File: config.mk
export PLATFORM = sky130hd
export DESIGN_NAME = compressed_fetch_buffer
export DESIGN_NICKNAME = d
export VERILOG_FILES = /design/src/rtl/compressed_fetch_buffer.sv
export SDC_FILE = /design/constraint.sdc
export NUM_CORES = 1
export LEC_CHECK = 0
export ABC_AREA = 0
export BUFFER_PORTS_ARGS = -buffer_cell sky130_fd_sc_hd__buf_2
export CORE_MARGIN = 2
export CORE_UTILIZATION = 27
export CTS_BUF_LIST = sky130_fd_sc_hd__clkbuf_2 sky130_fd_sc_hd__clkbuf_4 sky130_fd_sc_hd__clkbuf_8
export DETAILED_ROUTE_END_ITERATION = 6
export GPL_TIMING_DRIVEN = 0
export PLACE_DENSITY_LB_ADDON = 0.2
export SYNTH_ARGS = -nofsm -noshare
export SYNTH_HDL_FRONTEND = slang
export SYNTH_SLANG_ARGS = --single-unit
File: constraint.sdc
create_clock -name clk -period 3.7 [get_ports clk]
set_input_delay 0.37 -clock clk [delete_from_list [all_inputs] [get_ports clk]]
set_output_delay 0.37 -clock clk [all_outputs]
set_load 0.03 [all_outputs]
File: src/rtl/compressed_fetch_buffer.sv
// Prefetch queue ahead of the decompressor: fetches sequential 32-bit words from
// compressed instruction memory into a small FIFO and restarts on redirect.
module compressed_fetch_buffer #(
  parameter int unsigned      WIDTH = 32,
  parameter int unsigned      DEPTH = 4,
  parameter logic [WIDTH-1:0] PCADD = WIDTH'(32'h4)
) (
  input  logic             clk,
  input  logic             reset,
  input  logic             redirect,
  input  logic [WIDTH-1:0] PCcompress,
  output logic             mem_req,
  output logic [WIDTH-1:0] mem_addr,
  input  logic             mem_gnt,
  input  logic             mem_rvalid,
  input  logic [WIDTH-1:0] mem_rdata,
  output logic             instr_valid,
  output logic [WIDTH-1:0] NextInstr,
  input  logic             instr_take
);

  localparam int unsigned PTR_W = $clog2(DEPTH);
  localparam int unsigned CNT_W = PTR_W + 1;

  typedef enum logic [1:0] {
    IDLE  = 2'd0,
    REQ   = 2'd1,
    WAIT  = 2'd2,
    DRAIN = 2'd3
  } state_e;

  state_e             state_q, state_d;
  logic [WIDTH-1:0]   fetch_pc_q, fetch_pc_d;
  logic [PTR_W-1:0]   wptr_q, wptr_d;
  logic [PTR_W-1:0]   rptr_q, rptr_d;
  logic [CNT_W-1:0]   count_q, count_d;
  logic [WIDTH-1:0]   mem_q [DEPTH];
  logic               push;
  logic               pop;
  logic               has_room;

  // State register and fetch bookkeeping
  always_ff @(posedge clk or negedge reset) begin
    if (!reset) begin
      state_q    <= IDLE;
      fetch_pc_q <= '0;
      wptr_q     <= '0;
      rptr_q     <= '0;
      count_q    <= '0;
    end else begin
      state_q    <= state_d;
      fetch_pc_q <= fetch_pc_d;
      wptr_q     <= wptr_d;
      rptr_q     <= rptr_d;
      count_q    <= count_d;
    end
  end

  // Queue storage is never read while empty, so it carries no reset
  always_ff @(posedge clk) begin
    if (push) begin
      mem_q[wptr_q] <= mem_rdata;
    end
  end

  // FIFO pointer/count update; redirect clears and suppresses push and pop
  always_comb begin
    push    = (state_q == WAIT) && mem_rvalid && !redirect;
    pop     = instr_take && (count_q != '0) && !redirect;
    wptr_d  = wptr_q;
    rptr_d  = rptr_q;
    count_d = count_q;
    if (redirect) begin
      wptr_d  = '0;
      rptr_d  = '0;
      count_d = '0;
    end else begin
      if (push) begin
        wptr_d = wptr_q + PTR_W'(1);
      end
      if (pop) begin
        rptr_d = rptr_q + PTR_W'(1);
      end
      case ({push, pop})
        2'b10:   count_d = count_q + CNT_W'(1);
        2'b01:   count_d = count_q - CNT_W'(1);
        default: count_d = count_q;
      endcase
    end
    has_room = count_d < CNT_W'(DEPTH);
  end

  always_comb begin
    fetch_pc_d = fetch_pc_q;
    if (redirect) begin
      fetch_pc_d = PCcompress;
    end else if ((state_q == REQ) && mem_gnt) begin
      fetch_pc_d = fetch_pc_q + PCADD;
    end
  end

  // Next-state logic; slot is guaranteed before entering REQ
  always_comb begin
    state_d = state_q;
    case (state_q)
      IDLE:    if (has_room) state_d = REQ;
      REQ:     if (mem_gnt) state_d = WAIT;
      WAIT:    if (mem_rvalid) state_d = has_room ? REQ : IDLE;
      DRAIN:   if (mem_rvalid) state_d = REQ;
      default: state_d = IDLE;
    endcase
    if (redirect) begin
      // A response landing together with the redirect retires the outstanding request
      if (((state_q == WAIT) && !mem_rvalid) ||
          ((state_q == REQ) && mem_gnt) ||
          ((state_q == DRAIN) && !mem_rvalid)) begin
        state_d = DRAIN;
      end else begin
        state_d = REQ;
      end
    end
  end

  // Outputs decode from registered state only
  always_comb begin
    mem_req     = (state_q == REQ);
    mem_addr    = fetch_pc_q;
    instr_valid = (count_q != '0);
    NextInstr   = '0;
    if (count_q != '0) begin
      NextInstr = mem_q[rptr_q];
    end
  end

endmodule

# Word level (Yosys, flattened, before mapping)
# Memory sizes are Yosys's and may differ from the RTL's.
# Cells that the tools add are included.
# classes
n_mux	19
reduce_logical	17
order_cmp	1
n_addsub	5
eq_ne	9
# op_table
cell	n
32-bit two-way mux	3
32-bit by 3-bit adder with 32-bit output, second input constant	1
2-bit two-way mux	10
3-bit inequality test, second input constant	3
2-bit case mux with 4 select lines	1
1-bit logical AND	7
2-bit equality test, second input constant	3
3-bit case mux with 2 select lines	1
2-bit nonzero test	3
2-bit by 1-bit adder with 2-bit output, second input constant	2
2-bit by 1-bit equality test with 1-bit output, second input constant	2
4-bit AND reduction	1
3-bit by 1-bit adder with 3-bit output, second input constant	1
3-bit < comparator, second input constant	1
1-bit two-way mux	3
3-bit two-way mux	1
3-bit by 2-bit inequality test with 1-bit output, second input constant	1
3-bit nonzero test	1
3-bit by 1-bit subtractor with 3-bit output, second input constant	1
1-bit logical NOT	2
2-bit logical NOT	1
1-bit logical OR	2
# totals
memories	1
ramBits	128
input_bits	70
out_inout_bits	66
reg_bits	41
word_cells	57
# mem_list
memory	words	width	rd	rd_ports_with_merged_regs	write_ports	line	source
mem_q	4	32	1	0	1	37	logic [WIDTH-1:0] mem_q [DEPTH];

# Longest topological paths before layout
# Gate-level depths: netlist (run 1).
# logic_depth
depth_word	11
depth_mapped	11

# Worst setup path after synthesis (run 1)
# OpenSTA, ideal clock, no wires.
# synth_path
path_kind	register to register
startpoint	register state_q[0]
endpoint	register state_q[0]
path_stages_with_launch	11
t_arrival_ps	2427
t_required_ps	3580
period_less_slack_ps	2547
path_slack_ps	1153
setup_ps	120
cell_sequence	dfrtp_1 or3_1 nor2_1 inv_1 ha_1 xor2_1 ha_1 a21oi_1 xor2_1 or3_1 a31o_2
# synth_via
elab_chain_len	11
elab_cells_between_ends	20
# synth_lines
item	line	source
from (decl)	32	state_e state_q, state_d;
from (signal assigned)	51	state_q <= state_d;
2-bit equality test	68, 105	
1-bit logical AND (2 in a row)	68	push = (state_q == WAIT) && mem_rvalid && !redirect;
2-bit by 1-bit equality test with 1-bit output or 2-bit equality test (tied branches)	84	case ({push, pop})
3-bit case mux with 2 select lines	84	
3-bit two-way mux	73	if (redirect) begin
3-bit < comparator	90	has_room = count_d < CNT_W'(DEPTH);
1-bit two-way mux	108	WAIT: if (mem_rvalid) state_d = has_room ? REQ : IDLE;
2-bit two-way mux	108	
2-bit case mux with 4 select lines	105	case (state_q)
2-bit two-way mux	112	if (redirect) begin
# Parallel ways exist; a longest one is shown, timed or not. The select of a mux whose other input is x is not followed.
# A chain may end at the register's enable or synchronous reset.

# Worst setup path after layout (run 1)
# layout_path
startpoint	register rptr_q[0]
endpoint	output port NextInstr[8]
# layout_via
elab_chain_len	2
# layout_lines
item	line	source
from (decl)	35	logic [PTR_W-1:0] rptr_q, rptr_d;
from (signal assigned)	54	rptr_q <= rptr_d;
memory read 4 x 32 bit	-	
32-bit two-way mux	130	if (count_q != '0) begin
to (decl)	18	output logic [WIDTH-1:0] NextInstr,
# No other way between the ends.

==> results.yml, run 1 <==
route:
  ant_nets: 0
  dr.pass1.iters: 6
  drc: 14
  via_count: 4594
  drt_wl_total_mm: 17.5
  avgRoutedWirePerCell_um: 17.9
  drt_iter0_drc: 242
  viasPerCell: 4.69
yosys:
  yosysTopAreaCell: "edfxtp_1"
  async_flop_share_pct: 24.3
  syn_inst: 472
  synth_area_per_cell_um2: 15.3
  ys_seq_area_share_pct: 67.5
  netlist_top_cells_count: "edfxtp_1 (128), dfrtp_1 (41), and2_1 (37)"
  synth_area_leaders: "edfxtp_1 (53%), dfrtp_1 (14%), mux4_2 (10%)"
  yosysWarnings: 0
  synth_flop_cell: "edfxtp_1"
  synth_area_um2: 7210
  synth_cell_types: 35
  ys_ff_latch: 169
  synth_edf_count: 128
  syn_nets: 551
  yosysMostFrequentCell: "edfxtp_1"
  yosysTopAreaCellShare_pct: 53.3
grt:
  grt_first_pass_wirelength_mm: 27.4
  grt_max_degree: 42
  grt_util_all_layers_pct: 12.8
  antenna_found_initial: 1
  grt_pass1_vias: 5024
  grt_overflow: 0
critical_path:
  critPathMaxStageDelay_ns: 0.56
  crit_type: "reg -> out"
  cp-start-kind: "flop"
  required_ns: 3.33
  crit_buf_inv: 3
  path_max_fanout: 10
  cp-end-kind: "primary output"
  slowest_stage: "mux4_2"
  worstPathCellList: "clkbuf_1 > buf_2 > mux4_2 > and2_1 > buf_2"
  crit_arrival_ns: 2.61
  cp_top_family: "buffers and inverters"
  path_common_cell: "buf_2"
pwr:
  pwr-share-clk_pct: 35.2
  internal_power_mw: 2.72
  p_sw_mw: 1.08
  p_leak_nw: 3.22
  ir_drop_mv: 0.188
  power_frac_seq_pct: 56.6
  comb_power_share_pct: 8.2
  power_density_nw_per_um2: 431
  p_sw_share_pct: 28.4
placement:
  gp_congestion: 0.806
  dp_cells: 945
  place_ws_ns: 0.831
  port-buffer-count: 134
  hpwlAfterDp_mm: 11.7
sta:
  rsz0062_at_grt: "false"
  slew_headroom_pct: 33.9
  timing.final.ws_setup_ns: 0.724
  min_period_ns: 2.98
  slew_violations: 0
  fin_crit_sh_pct: 80.4
  fin_tns_setup_ns: 0
  max_freq_mhz: 336
  skew_ns: 0.0157
  hold_viol: 0
  setup_viol: 0
  tightest_slew_ns: 0.992
cells_and_area:
  nets: 708
  seq_area_um2: 4870
  nFillCells: 2590
  multi_input_area_um2: 2190
  final_core_util_pct: 33.7
  post_route_cells_drive_above_1_share_pct: 33.8
  final_cells: 979
  syn_to_final_growth_pct: 22.0
clocking:
  cts_tree: "yes"
  ctsHoldBuffers: 0
  cts_setup_buffers: 0
  numClockSinks: 169
  insertion_delay_ns: 0.46
  clock_path_buffers: 2
  cts_resized: 0
  clkTransAtPathRegs_ns: 0.11
  cts_root_buf: "clkbuf_8"
  cts_made_buffers: 17
  htree_levels: 4
floorplan:
  ios: 136
  dieArea_um2: 28000
  chipWidth_um: 167
  initial_core_util_pct: 27.6
  core-area_um2: 26100
  die_h_um: 167
  rows: 59
run_status:
  violations: "DRC"
  status: "finished, violations left"
flow_run:
  cap_violations: 0
worst_hold_path:
  hold_path.class: "in -> async"
## sequential cells by signal (all words and copies together) (netlist names)
register	count
mem_q	128
mem_addr	32
rptr_q	2
state_q	2
wptr_q	2
count_q	3
## metrics by stage
stage / hold WS [ns] / power (mW) / area, um^2
floorplan: 0.0744 / 2.35 / 7210
global placement: 0.486 / 2.49 / 8300
detailed placement: 0.491 / 2.50 / 8390
CTS: 0.0625 / 3.86 / 8790
global route: 0.0913 / 3.95 / 8790
finish: 0.0547 / 3.79 / 8800
## placed cells by master, fill, tap and decap left out, types with 4 or more instances in the layout
master and n:
buf_2 138, buf_12 4, a21oi_1 5, clkbuf_1 20, a31oi_1 18, inv_1 14
ha_1 9, and2_1 33, nand2_1 22, or4_1 13, and2_2 4, o21ai_0 19
nand3_1 11, o31ai_1 12, nand4_1 8, or3_1 9, edfxtp_1 128, and4_1 5
xor2_1 6, nor2_1 28, mux4_2 32, inv_6 5, xnor2_1 9, clkbuf_8 17
clkinv_8 4, dfrtp_1 41
## kinds of logic (layout without fill, tap and decap cells)
kind of cell    count (synthesis)  in the layout  synth area share (%)
other cells                     0              2                     0
flops                         169            169                  67.5
simple gates                  147            147                  11.4
fa+ha+maj                       9              9                  1.56
xor+xnor                       15             15                  1.82
mux                            37             37                  10.7
buf+inv                        39            209                  2.20
compound gates                 56             56                  4.70
## routing by layer
| layer | GRT usage (%) | vias to the layer above | routed length (um) |
|---|---|---|---|
| met5 | 0 | - | 0 |
| met4 | 3.63 | 0 | 166 |
| met3 | 3.05 | 12 | 972 |
| met2 | 22.0 | 130 | 8730 |
| met1 | 16.0 | 2314 | 7620 |
| li1 | - | 2138 | - |
## cell type report
class / count / area share, %
Sequential cell: 169 / 55.4
Tap cell: 335 / 4.76
Inverter: 14 / 0.597
Timing Repair Buffer: 138 / 8.53
Multi-Input combinational cell: 264 / 24.9
Clock inverter: 15 / 1.96
Buffer: 25 / 1.21
Clock buffer: 17 / 2.66
Antenna cell: 2 / 0.0569
## worst paths after layout
kind                          startpoint      endpoint  slack, ns  cells past startpoint
setup / recovery               rptr_q[0]  NextInstr[8]       0.72                      5
hold / removal                     reset  mem_addr[27]       0.05                      1
setup reg to reg              count_q[1]    state_q[0]       0.80                     11
hold reg to reg              mem_addr[1]   mem_addr[1]       0.51                      1
max in group asynchronous          reset     rptr_q[1]       3.01                      1
min in group clk           PCcompress[8]   mem_addr[8]       0.11                      3
## worst register-to-register path, stage by stage (launching register included)
cell and delay, ns:
dfrtp_1 0.43, or3_1 0.37, clkbuf_1 0.28, nand2_1 0.20
nor2_1 0.09, ha_1 0.28, xor2_1 0.16, ha_1 0.18
a21oi_1 0.14, xor2_1 0.09, or3_1 0.34, a31o_2 0.24
## power groups by stage
stage          registers [mW]  logic (mW)  clock network [mW]
2_1_floorplan            2.24       0.113                   0
3_3_place_gp             2.18       0.305                   0
3_5_place_dp             2.19       0.314                   0
4_1_cts                  2.14       0.315                1.40
5_1_grt                  2.15       0.342                1.46
6_report                 2.15       0.312                1.34
(Power assumes the default switching activity.)
==> inputs of run 2 (changes only) <==
==> constraint.sdc (replaced) <==
create_clock -name clk -period 2.7 [get_ports clk]
set_input_delay 0.27 -clock clk [delete_from_list [all_inputs] [get_ports clk]]
set_output_delay 0.27 -clock clk [all_outputs]
set_load 0.03 [all_outputs]
==> run 2 against run 1 <==
Compared with the run above:
- the flow still finishes with violations (DRC)
- clock power grew 37%
- global-route usage grew 0.072 points
- critical path depth grew 5
- core utilization grew 1.6 points
- routed wire length grew 0.96%
- hold slack lost 0.024 ns
- clock skew shrank 0.0026 ns
- sequential share of layout area shrank 2.4 points
- largest cell class unchanged
- largest power group unchanged
==> results.yml, run 2 (same netlist as run 1, synthesis figures left out) <==
run_status:
  status: "finished, violations left"
  violations: "DRC"
route:
  drc: 14
  ant_nets: 0
  viasPerCell: 4.68
  avgRoutedWirePerCell_um: 17.4
  drt_wl_total_mm: 17.7
  drt_iter0_drc: 270
  dr.pass1.iters: 7
  via_count: 4754
clocking:
  cts_root_buf: "clkbuf_8"
  cts_tree: "yes"
  cts_made_buffers: 17
  htree_levels: 4
  numClockSinks: 169
  insertion_delay_ns: 0.46
  clock_path_buffers: 2
  clkTransAtPathRegs_ns: 0.10
sta:
  tightest_slew_ns: 0.995
  setup_viol: 0
  skew_ns: 0.0132
  fin_crit_sh_pct: 93.5
  hold_viol: 0
  rsz0062_at_grt: "false"
  max_freq_mhz: 396
  slew_violations: 0
  slew_headroom_pct: 33.6
  min_period_ns: 2.52
pwr:
  ir_drop_mv: 0.259
  comb_power_share_pct: 9.2
  power_frac_seq_pct: 55.9
  p_leak_nw: 3.39
  p_sw_share_pct: 28.3
  power_mw: 5.25
  pwr-share-clk_pct: 34.9
  internal_power_mw: 3.76
  p_sw_mw: 1.49
  power_density_nw_per_um2: 570
floorplan:
  dieArea_um2: 28000
  die_h_um: 167
  core-area_um2: 26100
  initial_core_util_pct: 27.6
  chipWidth_um: 167
  ios: 136
  rows: 59
cells_and_area:
  final_cell_mix: "buf_2 (136), edfxtp_1 (128), dfrtp_1 (39), dlygate4sd3_1 (36), and2_1 (33)"
  post_route_cells_drive_above_1_share_pct: 33.7
  largest_register_ffs: 128
  syn_to_final_growth_pct: 27.7
  final_common_cell: "buf_2"
  nFillCells: 2577
  seq_area_um2: 4870
  final_area_um2: 9210
  nets: 745
  multi_input_area_um2: 2210
  top_register: "mem_q"
grt:
  antenna_found_initial: 1
  grt_first_pass_wirelength_mm: 27.7
  grt_overflow: 0
  grt_max_degree: 42
  grt_util_all_layers_pct: 12.8
  grt_pass1_vias: 5184
critical_path:
  cp-start-kind: "flop"
  path_max_fanout: 6
  required_ns: 3.05
  crit_type: "reg -> reg"
  cp-end-kind: "flop"
  crit_arrival_ns: 2.88
flow_run:
  cap_violations: 0
placement:
  placed_area_um2: 8390
  gp_congestion: 0.806
  port-buffer-count: 134
  hpwlAfterDp_mm: 11.7
worst_hold_path:
  hold_path.class: "in -> reg"
[run 2: worst max-delay path: stages, from the launching register on]
cell and delay (ns):
dfrtp_2 0.44, or3_4 0.41, nor2_4 0.13, inv_1 0.08
ha_1 0.23, xor2_1 0.16, ha_1 0.19, a21oi_2 0.11
xor2_1 0.08, or3_1 0.34, a31o_2 0.25
[run 2: per-stage QoR]
stage	hold slack, ns	TNS [ns]	std cells	worst slack, ns	util (%)
floorplan	-0.0256	0	472	0.153	-
global placement	0.480	-70.97	941	-0.563	31.8
detailed placement	0.482	-0.210	945	-0.169	32.1
CTS	0.000887	0	1012	0.0109	35.1
global route	0.0101	0	1014	0.00492	35.2
finish	0.0304	0	1015	0.176	35.2
[run 2: what timing repair did]
action,in CTS,in global routing
gates cloned,0,0
hold buffers,36,0
setup endpoints to repair,31,28
pin swaps,0,1
gates resized for setup,9,5
setup buffers,1,2
hold endpoints to repair,148,0
[run 2: final timing paths]
| path | start | endpoint | slack (ns) | depth (start not counted) |
|---|---|---|---|---|
| worst max-delay path | state_q[0] | state_q[0] | 0.18 | 10 |
| worst min-delay path | PCcompress[7] | mem_addr[7] | 0.03 | 3 |
| worst max register to register | state_q[0] | state_q[0] | 0.18 | 10 |
| worst min register to register | mem_addr[1] | mem_addr[1] | 0.51 | 1 |
| max in group asynchronous | reset | rptr_q[0] | 1.51 | 2 |
| min in group asynchronous | reset | mem_addr[27] | 0.50 | 2 |
[run 2: area by class of cell]
| cell class | count | area share, % |
|---|---|---|
| diodes | 1 | 0.0272 |
| inverters | 14 | 0.571 |
| flip-flops and latches | 169 | 52.9 |
| well taps | 335 | 4.55 |
| clock inverters | 15 | 1.88 |
| clock buffers | 17 | 2.54 |
| repair buffers | 177 | 12.3 |
| plain buffers | 23 | 1.20 |
| multi-input cells | 264 | 24.0 |
[run 2: power groups by stage]
stage,Clock [mW],Combinational [mW],Sequential [mW]
2_1_floorplan,0,0.154,3.07
3_3_place_gp,0,0.419,2.99
3_5_place_dp,0,0.431,3.00
4_1_cts,1.92,0.484,2.94
5_1_grt,2.00,0.531,2.95
6_report,1.83,0.485,2.94
[run 2: layer usage]
metal  GRT usage, %  up-vias  routed length (um)
met5              0        -                   0
met4           3.63        0                 153
li1               -     2211                   -
met1           16.1     2390                7760
met2           22.2      141                8810
met3           3.00       12                 942
==> inputs of run 3 (changes only) <==
==> constraint.sdc (replaced) <==
create_clock -name clk -period 2.51 [get_ports clk]
set_input_delay 0.251 -clock clk [delete_from_list [all_inputs] [get_ports clk]]
set_output_delay 0.251 -clock clk [all_outputs]
set_load 0.03 [all_outputs]
==> run 3 against run 2 <==
Compared with the run above:
- the run still ends with DRC left
- critical path depth is 1 higher
- routed wire length is 1.9% lower
- flip-flop and latch count stayed put
==> results.yml, run 3 (same netlist as run 1, synthesis figures left out) <==
critical_path:
  cp-start-kind: "flop"
  worstPathCellList: "inv_2 > or3_4 > nor2_4 > inv_2 > ha_4 > xor2_2 > ha_2 > a21oi_2 > xor2_1 > or3_1 > a31o_2"
  slowest_stage: "dfrtp_2"
  crit_arrival_ns: 2.74
  required_ns: 2.85
  cp-end-kind: "flop"
  path_max_fanout: 3
  cp_top_family: "simple AND/OR/NAND/NOR gates"
  crit_buf_inv: 2
  crit_type: "reg -> reg"
  critPathMaxStageDelay_ns: 0.39
  path_common_cell: "inv_2"
flow_run:
  cap_violations: 0
route:
  drt_wl_total_mm: 17.3
  drt_iter0_drc: 243
  viasPerCell: 4.63
  ant_nets: 0
  dr.pass1.iters: 6
  via_count: 4778
  drc: 10
  avgRoutedWirePerCell_um: 16.8
run_status:
  status: "finished, violations left"
  violations: "DRC"
clocking:
  cts_root_buf: "clkbuf_8"
  clock_path_buffers: 2
  htree_levels: 4
  cts_tree: "yes"
  clkTransAtPathRegs_ns: 0.12
  numClockSinks: 169
  insertion_delay_ns: 0.45
  cts_made_buffers: 17
pwr:
  ir_drop_mv: 0.376
  p_leak_nw: 3.48
  power_density_nw_per_um2: 612
  power_mw: 5.79
cells_and_area:
  n_antenna_cell: 0
  final_cell_mix: "buf_2 (135), edfxtp_1 (128), dlygate4sd3_1 (46), dfrtp_1 (37), and2_1 (33)"
  post_route_cells_drive_above_1_share_pct: 35.3
  syn_to_final_growth_pct: 31.1
  largest_register_ffs: 128
  nFillCells: 2539
  top_register: "mem_q"
  nets: 763
  final_common_cell: "buf_2"
placement:
  place_ws_ns: -0.293
  gp_congestion: 0.802
  port-buffer-count: 134
  hpwlAfterDp_mm: 11.4
sta:
  skew_ns: 0.0159
  rsz0062_at_grt: "false"
  hold_slack_ns: 0.0393
  max_freq_mhz: 416
  slew_violations: 0
  setup_viol: 0
  min_period_ns: 2.40
  tightest_slew_ns: 1.02
  fin_tns_setup_ns: 0
  slew_headroom_pct: 31.9
  fin_crit_sh_pct: 95.7
  hold_viol: 0
  timing.final.ws_setup_ns: 0.107
floorplan:
  ios: 136
  rows: 59
  die_h_um: 167
  dieArea_um2: 28000
  chipWidth_um: 167
  initial_core_util_pct: 27.6
  core-area_um2: 26100
grt:
  antenna_found_initial: 0
  grt_overflow: 0
  grt_util_all_layers_pct: 12.6
  grt_pass1_vias: 5115
  grt_max_degree: 42
  grt_first_pass_wirelength_mm: 27.3
worst_hold_path:
  hold_path.class: "in -> reg"
-- run 3: per-stage QoR --
stage | utilization, % | area (um^2) | cells
global placement | 31.8 | 8310 | 941
floorplan | - | 7220 | 472
finish | 36.2 | 9450 | 1032
CTS | 36.0 | 9400 | 1027
detailed placement | 32.1 | 8390 | 945
global route | 36.2 | 9450 | 1032
-- run 3: final timing paths --
path | cells past startpoint | to | from | slack [ns]
max reg2reg | 11 | state_q[0] | state_q[1] | 0.11
max | 11 | state_q[0] | state_q[1] | 0.11
min in group asynchronous | 2 | mem_addr[19] | reset | 0.49
max in group asynchronous | 2 | rptr_q[0] | reset | 1.30
min | 3 | mem_addr[23] | PCcompress[23] | 0.04
min reg2reg | 1 | mem_addr[0] | mem_addr[0] | 0.53
-- run 3: where the power goes --
part           internal, mW  switching, mW  total (mW)
clock network         0.880           1.21        2.09
logic                 0.220          0.319       0.539
registers              3.08         0.0815        3.16
total                  4.18           1.61        5.79
-- run 3: worst min-delay path, stage by stage --
cell,delay [ns]
buf_2,0.09
nor2_1,0.08
a31oi_1,0.04
-- run 3: final cells by class --
cell class	instances	area, um^2	area share, %
plain buffers	23	125	1.32
clock buffers	17	234	2.47
clock inverters	15	219	2.32
inverters	14	52.6	0.556
multi-input cells	264	2240	23.7
flip-flops and latches	169	4870	51.6
well taps	335	419	4.43
repair buffers	195	1290	13.7
-- run 3: repair_timing --
action	in CTS	in global routing
endpoints found under the setup margin	31	16
pin swaps	6	3
setup buffers	6	5
resized for setup	21	6
hold endpoints to repair	177	0
hold buffers	46	0
cloned	0	0
-- run 3: per-layer routing --
metal | track usage (%) | up-vias | wire length [um]
li1 | - | 2242 | -
met4 | 2.53 | 0 | 91
met2 | 22.1 | 148 | 8610
met5 | 0 | - | 0
met1 | 15.8 | 2381 | 7610
met3 | 3.17 | 7 | 1010
